===== src/rtl/key_encoder.sv =====
// Keypad encoder: debounces the twelve key lines, rejects multi-key presses and
// issues one 4-bit key event per physical press through a one-entry valid/ready buffer.
module key_encoder #(
    parameter int DB_CYCLES = 16,
    parameter int CNT_W     = 16
) (
    input  logic       CLK,
    input  logic       RST,
    input  logic [9:0] push,
    input  logic       mem,
    input  logic       cls,
    output logic [3:0] key_code,
    output logic       key_valid,
    input  logic       key_ready,
    output logic       multi_err,
    output logic       overrun
);

    localparam logic [1:0] IDLE     = 2'd0;
    localparam logic [1:0] PRESS_DB = 2'd1;
    localparam logic [1:0] HELD     = 2'd2;
    localparam logic [1:0] REL_DB   = 2'd3;

    localparam logic [CNT_W-1:0] CNT_LAST = CNT_W'(DB_CYCLES - 1);
    localparam logic [CNT_W-1:0] CNT_ZERO = {CNT_W{1'b0}};
    localparam logic [CNT_W-1:0] CNT_ONE  = CNT_W'(1);

    // Index of the set bit; result is meaningless unless the input is one-hot.
    function automatic logic [3:0] encode(input logic [11:0] v);
        logic [3:0] idx;
        idx = 4'd0;
        for (int i = 0; i < 12; i++) begin
            if (v[i]) begin
                idx = 4'(i);
            end else begin
                idx = idx;
            end
        end
        return idx;
    endfunction

    function automatic logic is_one_hot(input logic [11:0] v);
        return (v != 12'd0) && ((v & (v - 12'd1)) == 12'd0);
    endfunction

    logic [11:0]      raw_s;
    logic             active_s;
    logic             match_s;
    logic             accept_s;
    logic             issue_s;
    logic [1:0]       state_r,  state_nxt_s;
    logic [CNT_W-1:0] cnt_r,    cnt_nxt_s;
    logic [11:0]      snap_r,   snap_nxt_s;
    logic [3:0]       code_nxt_s;
    logic             valid_nxt_s;
    logic             ovr_nxt_s;
    logic             multi_nxt_s;

    assign raw_s    = {cls, mem, push};
    assign active_s = |raw_s;
    assign match_s  = (raw_s == snap_r);
    assign accept_s = (state_r == PRESS_DB) && match_s && (cnt_r == CNT_LAST);
    assign issue_s  = accept_s && is_one_hot(snap_r);

    // Debounce state machine next-state and counter logic.
    always_comb begin
        state_nxt_s = state_r;
        cnt_nxt_s   = cnt_r;
        snap_nxt_s  = snap_r;
        case (state_r)
            IDLE: begin
                cnt_nxt_s = CNT_ZERO;
                if (active_s) begin
                    state_nxt_s = PRESS_DB;
                    snap_nxt_s  = raw_s;
                end else begin
                    state_nxt_s = IDLE;
                end
            end
            PRESS_DB: begin
                if (!match_s) begin
                    state_nxt_s = IDLE;
                    cnt_nxt_s   = CNT_ZERO;
                end else if (cnt_r == CNT_LAST) begin
                    state_nxt_s = HELD;
                    cnt_nxt_s   = CNT_ZERO;
                end else begin
                    cnt_nxt_s = cnt_r + CNT_ONE;
                end
            end
            HELD: begin
                cnt_nxt_s = CNT_ZERO;
                if (active_s) begin
                    state_nxt_s = HELD;
                end else begin
                    state_nxt_s = REL_DB;
                end
            end
            REL_DB: begin
                if (active_s) begin
                    state_nxt_s = HELD;
                    cnt_nxt_s   = CNT_ZERO;
                end else if (cnt_r == CNT_LAST) begin
                    state_nxt_s = IDLE;
                    cnt_nxt_s   = CNT_ZERO;
                end else begin
                    cnt_nxt_s = cnt_r + CNT_ONE;
                end
            end
            default: begin
                state_nxt_s = IDLE;
                cnt_nxt_s   = CNT_ZERO;
            end
        endcase
    end

    // One-entry output buffer: a same-cycle delivery frees the slot for a new event.
    always_comb begin
        code_nxt_s  = key_code;
        valid_nxt_s = key_valid;
        ovr_nxt_s   = overrun;
        multi_nxt_s = accept_s && !is_one_hot(snap_r);
        if (issue_s) begin
            if (!key_valid || key_ready) begin
                code_nxt_s  = encode(snap_r);
                valid_nxt_s = 1'b1;
            end else begin
                ovr_nxt_s = 1'b1;
            end
        end else if (key_valid && key_ready) begin
            valid_nxt_s = 1'b0;
        end else begin
            valid_nxt_s = key_valid;
        end
    end

    // State, counter, snapshot and registered outputs.
    always_ff @(posedge CLK or posedge RST) begin
        if (RST) begin
            state_r   <= IDLE;
            cnt_r     <= CNT_ZERO;
            snap_r    <= 12'd0;
            key_code  <= 4'd0;
            key_valid <= 1'b0;
            multi_err <= 1'b0;
            overrun   <= 1'b0;
        end else begin
            state_r   <= state_nxt_s;
            cnt_r     <= cnt_nxt_s;
            snap_r    <= snap_nxt_s;
            key_code  <= code_nxt_s;
            key_valid <= valid_nxt_s;
            multi_err <= multi_nxt_s;
            overrun   <= ovr_nxt_s;
        end
    end

endmodule


===== config.mk =====
export PLATFORM = sky130hd
export DESIGN_NAME = key_encoder
export DESIGN_NICKNAME = d
export VERILOG_FILES = /design/src/rtl/key_encoder.sv
export SDC_FILE = /design/constraint.sdc
export NUM_CORES = 1
export LEC_CHECK = 0
export CORE_UTILIZATION = 43
export CTS_BUF_LIST = sky130_fd_sc_hd__clkbuf_16
export CTS_CLUSTER_SIZE = 24
export DETAILED_ROUTE_END_ITERATION = 7
export HOLD_SLACK_MARGIN = 0.03
export PLACE_DENSITY_LB_ADDON = 0.05
export SYNTH_ARGS = -nofsm -noshare
export SYNTH_HDL_FRONTEND = slang
export SYNTH_SLANG_ARGS = --single-unit

===== constraint.sdc =====
create_clock -name CLK -period 3.3 [get_ports CLK]
set_input_delay 0.99 -clock CLK [delete_from_list [all_inputs] [get_ports CLK]]
set_output_delay 0.99 -clock CLK [all_outputs]
set_load 0.1 [all_outputs]

==> run metrics <==
status finished, final reports clean; Slew @ Worst Pin 1.092 ns; total iterations of the first detailed-routing run 4; Antenna Violating Nets Remaining 0; port bufs 21; Area growth syn-to-layout 19.33%; Die Wd 69.31 microns; Power Internal 0.7764 mW; Pwr Total 1.001 mW; ys async rst share 1.000; total I/O pin count 22; largest net degree at the start of global routing 38; initial drt markers 60; DR DRC count 0; Min-Delay Path Class flop to flop; RD Place Congestion 0.7781; post-detail-place hpwl 2888 microns; Die ar. 4804 sq um; worst slack at placement -0.02217 ns; Tcrit/Tclk final 0.9136; post-route setup slack 0.2852 ns; Nets 235; Post-synth EDFFs 0; Post-CTS Setup Bufs 0; Setup Skew 0.005966 ns; Post-Syn Nets 214; clock power share 0.444; largest cells by area after synthesis dfrtp_1 (48%), xnor2_1 (8.1%), mux2_2 (5.8%), nor2_1 (5.4%), xor2_1 (4.0%); H-tree levels 2; Worst VDD drop 0.2155 mV; post-synthesis cell type count 36; RSZ-0062 raised after global routing no; Tot GR Track Use 0.1821; Clk Latency, worst-skew pair 0.27 ns; number of core rows 24; Gate Count Post-Synth 198; diode count 0; via count 1471; Startpoint Class input port; Slew headroom 0.2673; die height 69.31 microns; crit path kind input port to flop; clk sinks 37; cts hold-fix bufs 0; CP required 3.39 ns; layout cells sized above 1 0.1409; wirelength, routed 3940 microns; grt ovf 0; Fillers 401; Seq pwr share 0.480; CP Max Fanout 17; sw power 0.2245 mW; top-area cell type share of the netlist area 0.4753; Vias per Instance 5.408; Final Hold Viols 0; CTS root buf clkbuf_16; Avg Cell Area, Syn 9.839 sq um; CTS tree built; first-pass GRT wire length 7003 microns; Crit. End Element flop; Synth Warn # 0; P_leak 0.9922 nW; register bit total from synthesis 37; cts bufs inserted 5; post-cts sizing count 0; initial core utilization 0.4474; clk slew on worst S/H paths 0.05 ns; P per Cell Area 430.5 nW/um^2; Max clock buf depth 2; Core ar. 4354 sq um; MaxCap Viol Count 0; Max Freq 331.7 MHz; Post-Syn Area 1948 sq um; post-synth top area cell dfrtp_1; Switching Share 0.2243; worst hold slack 0.4628 ns; Setup violations, final 0; initial antenna violation count 0; Final Max Slew Viols 0; share of power burned in combinational logic 0.076; Tmin final 3.015 ns; crit path DAT 3.10 ns; sequential-to-total area share from yosys stat 0.4753; wire length per cell 14.49 microns; vias in the first global route 1542; ys flop type dfrtp_1; Setup TNS 0 ns
## critical path: stages
cell	delay [ns]
clkdlybuf4s50_1	0.53
nor4_1	0.08
and3_1	0.23
and3_1	0.19
o21ai_1	0.83
o21ai_0	0.23
## routing by layer
| metal | global-route usage | part of all wire | vias up |
|---|---|---|---|
| li1 | - | - | 731 |
| met1 | 0.2206 | 0.44 | 707 |
| met2 | 0.3182 | 0.51 | 27 |
| met3 | 0.04651 | 0.036 | 6 |
| met4 | 0.05215 | 0.014 | 0 |
| met5 | 0 | 0 | - |
## Yosys cell counts (2+ instances only)
| library cell | number |
|---|---|
| nor3_1 | 7 |
| and3_1 | 7 |
| mux2_2 | 10 |
| a21oi_1 | 3 |
| nor4_1 | 9 |
| clkbuf_1 | 8 |
| mux2_1 | 3 |
| xnor2_1 | 18 |
| nor2_1 | 28 |
| nand2b_1 | 2 |
| nand2_1 | 14 |
| xor2_1 | 9 |
| nand3_1 | 8 |
| o21ai_0 | 6 |
| nand4_1 | 3 |
| inv_1 | 6 |
| a31oi_1 | 2 |
| dfrtp_1 | 37 |
## registers in the layout, summed over array words and instances, names as in the netlist
signal and cells:
key_valid 1, overrun 1, cnt_r 16, multi_err 1, snap_r 12, key_code 4, state_r 2
## path summary, 6_finish.rpt
kind,start,end,slack (ns),cells after the start
setup / recovery,push[8],state_r[0],0.29,6
hold / removal,cnt_r[0],cnt_r[0],0.46,1
setup reg to reg,snap_r[1],key_code[3],1.06,6
hold reg to reg,cnt_r[0],cnt_r[0],0.46,1
max in group asynchronous,RST,snap_r[7],1.83,3
min in group asynchronous,RST,key_code[3],1.13,3
## area by class of cell
class | instances | area, sq um | area share
clock buffers | 5 | 125.1 | 0.05382
well taps | 52 | 65.06 | 0.02799
multi-input cells | 146 | 964.7 | 0.4150
repair buffers | 23 | 207.7 | 0.08934
inverters | 6 | 22.52 | 0.009688
clock inverters | 3 | 13.76 | 0.005920
flip-flops and latches | 37 | 925.9 | 0.3983
## per-stage QoR
| step | std cells | area [sq um] | util |
|---|---|---|---|
| after floorplan | 198 | 1948 | - |
| after global placement | 264 | 2186 | 0.5020 |
| after detailed placement | 264 | 2186 | 0.5020 |
| after CTS | 272 | 2325 | 0.5339 |
| after global routing | 272 | 2325 | 0.5339 |
| final | 272 | 2325 | 0.5339 |
## kinds of logic (layout without fill, tap and decap cells)
group / count (synthesis) / after routing / synth area share
compound gates: 19 / 19 / 0.06551
xor+xnor: 27 / 27 / 0.1214
fa+ha+maj: 2 / 2 / 0.01156
buf+inv: 15 / 37 / 0.02954
flops: 37 / 37 / 0.4753
mux: 14 / 14 / 0.08028
simple gates: 84 / 84 / 0.2164
## power by group through the flow
stage | Sequential, mW | Clock, mW | Combinational [mW]
2_1_floorplan | 0.475 | 0 | 0.0542
3_3_place_gp | 0.487 | 0 | 0.0746
3_5_place_dp | 0.488 | 0 | 0.0768
4_1_cts | 0.480 | 0.456 | 0.0774
5_1_grt | 0.482 | 0.485 | 0.0839
6_report | 0.480 | 0.445 | 0.0760
## placed cells by master (no fill, tap or decap), types with 2 or more instances in the layout
cell type,count
o21ai_0,6
nand2b_1,2
nand3_1,8
mux2_1,3
nor4_1,9
inv_1,7
clkdlybuf4s50_1,14
nor3_1,7
clkinv_2,2
xor2_1,9
a31oi_1,2
nand2_1,14
nor2_1,28
xnor2_1,18
dfrtp_1,37
and3_1,7
a21oi_1,3
buf_4,9
clkbuf_16,5
mux2_2,10
nand4_1,3
Note: power is estimated with default switching activity, not from simulation.
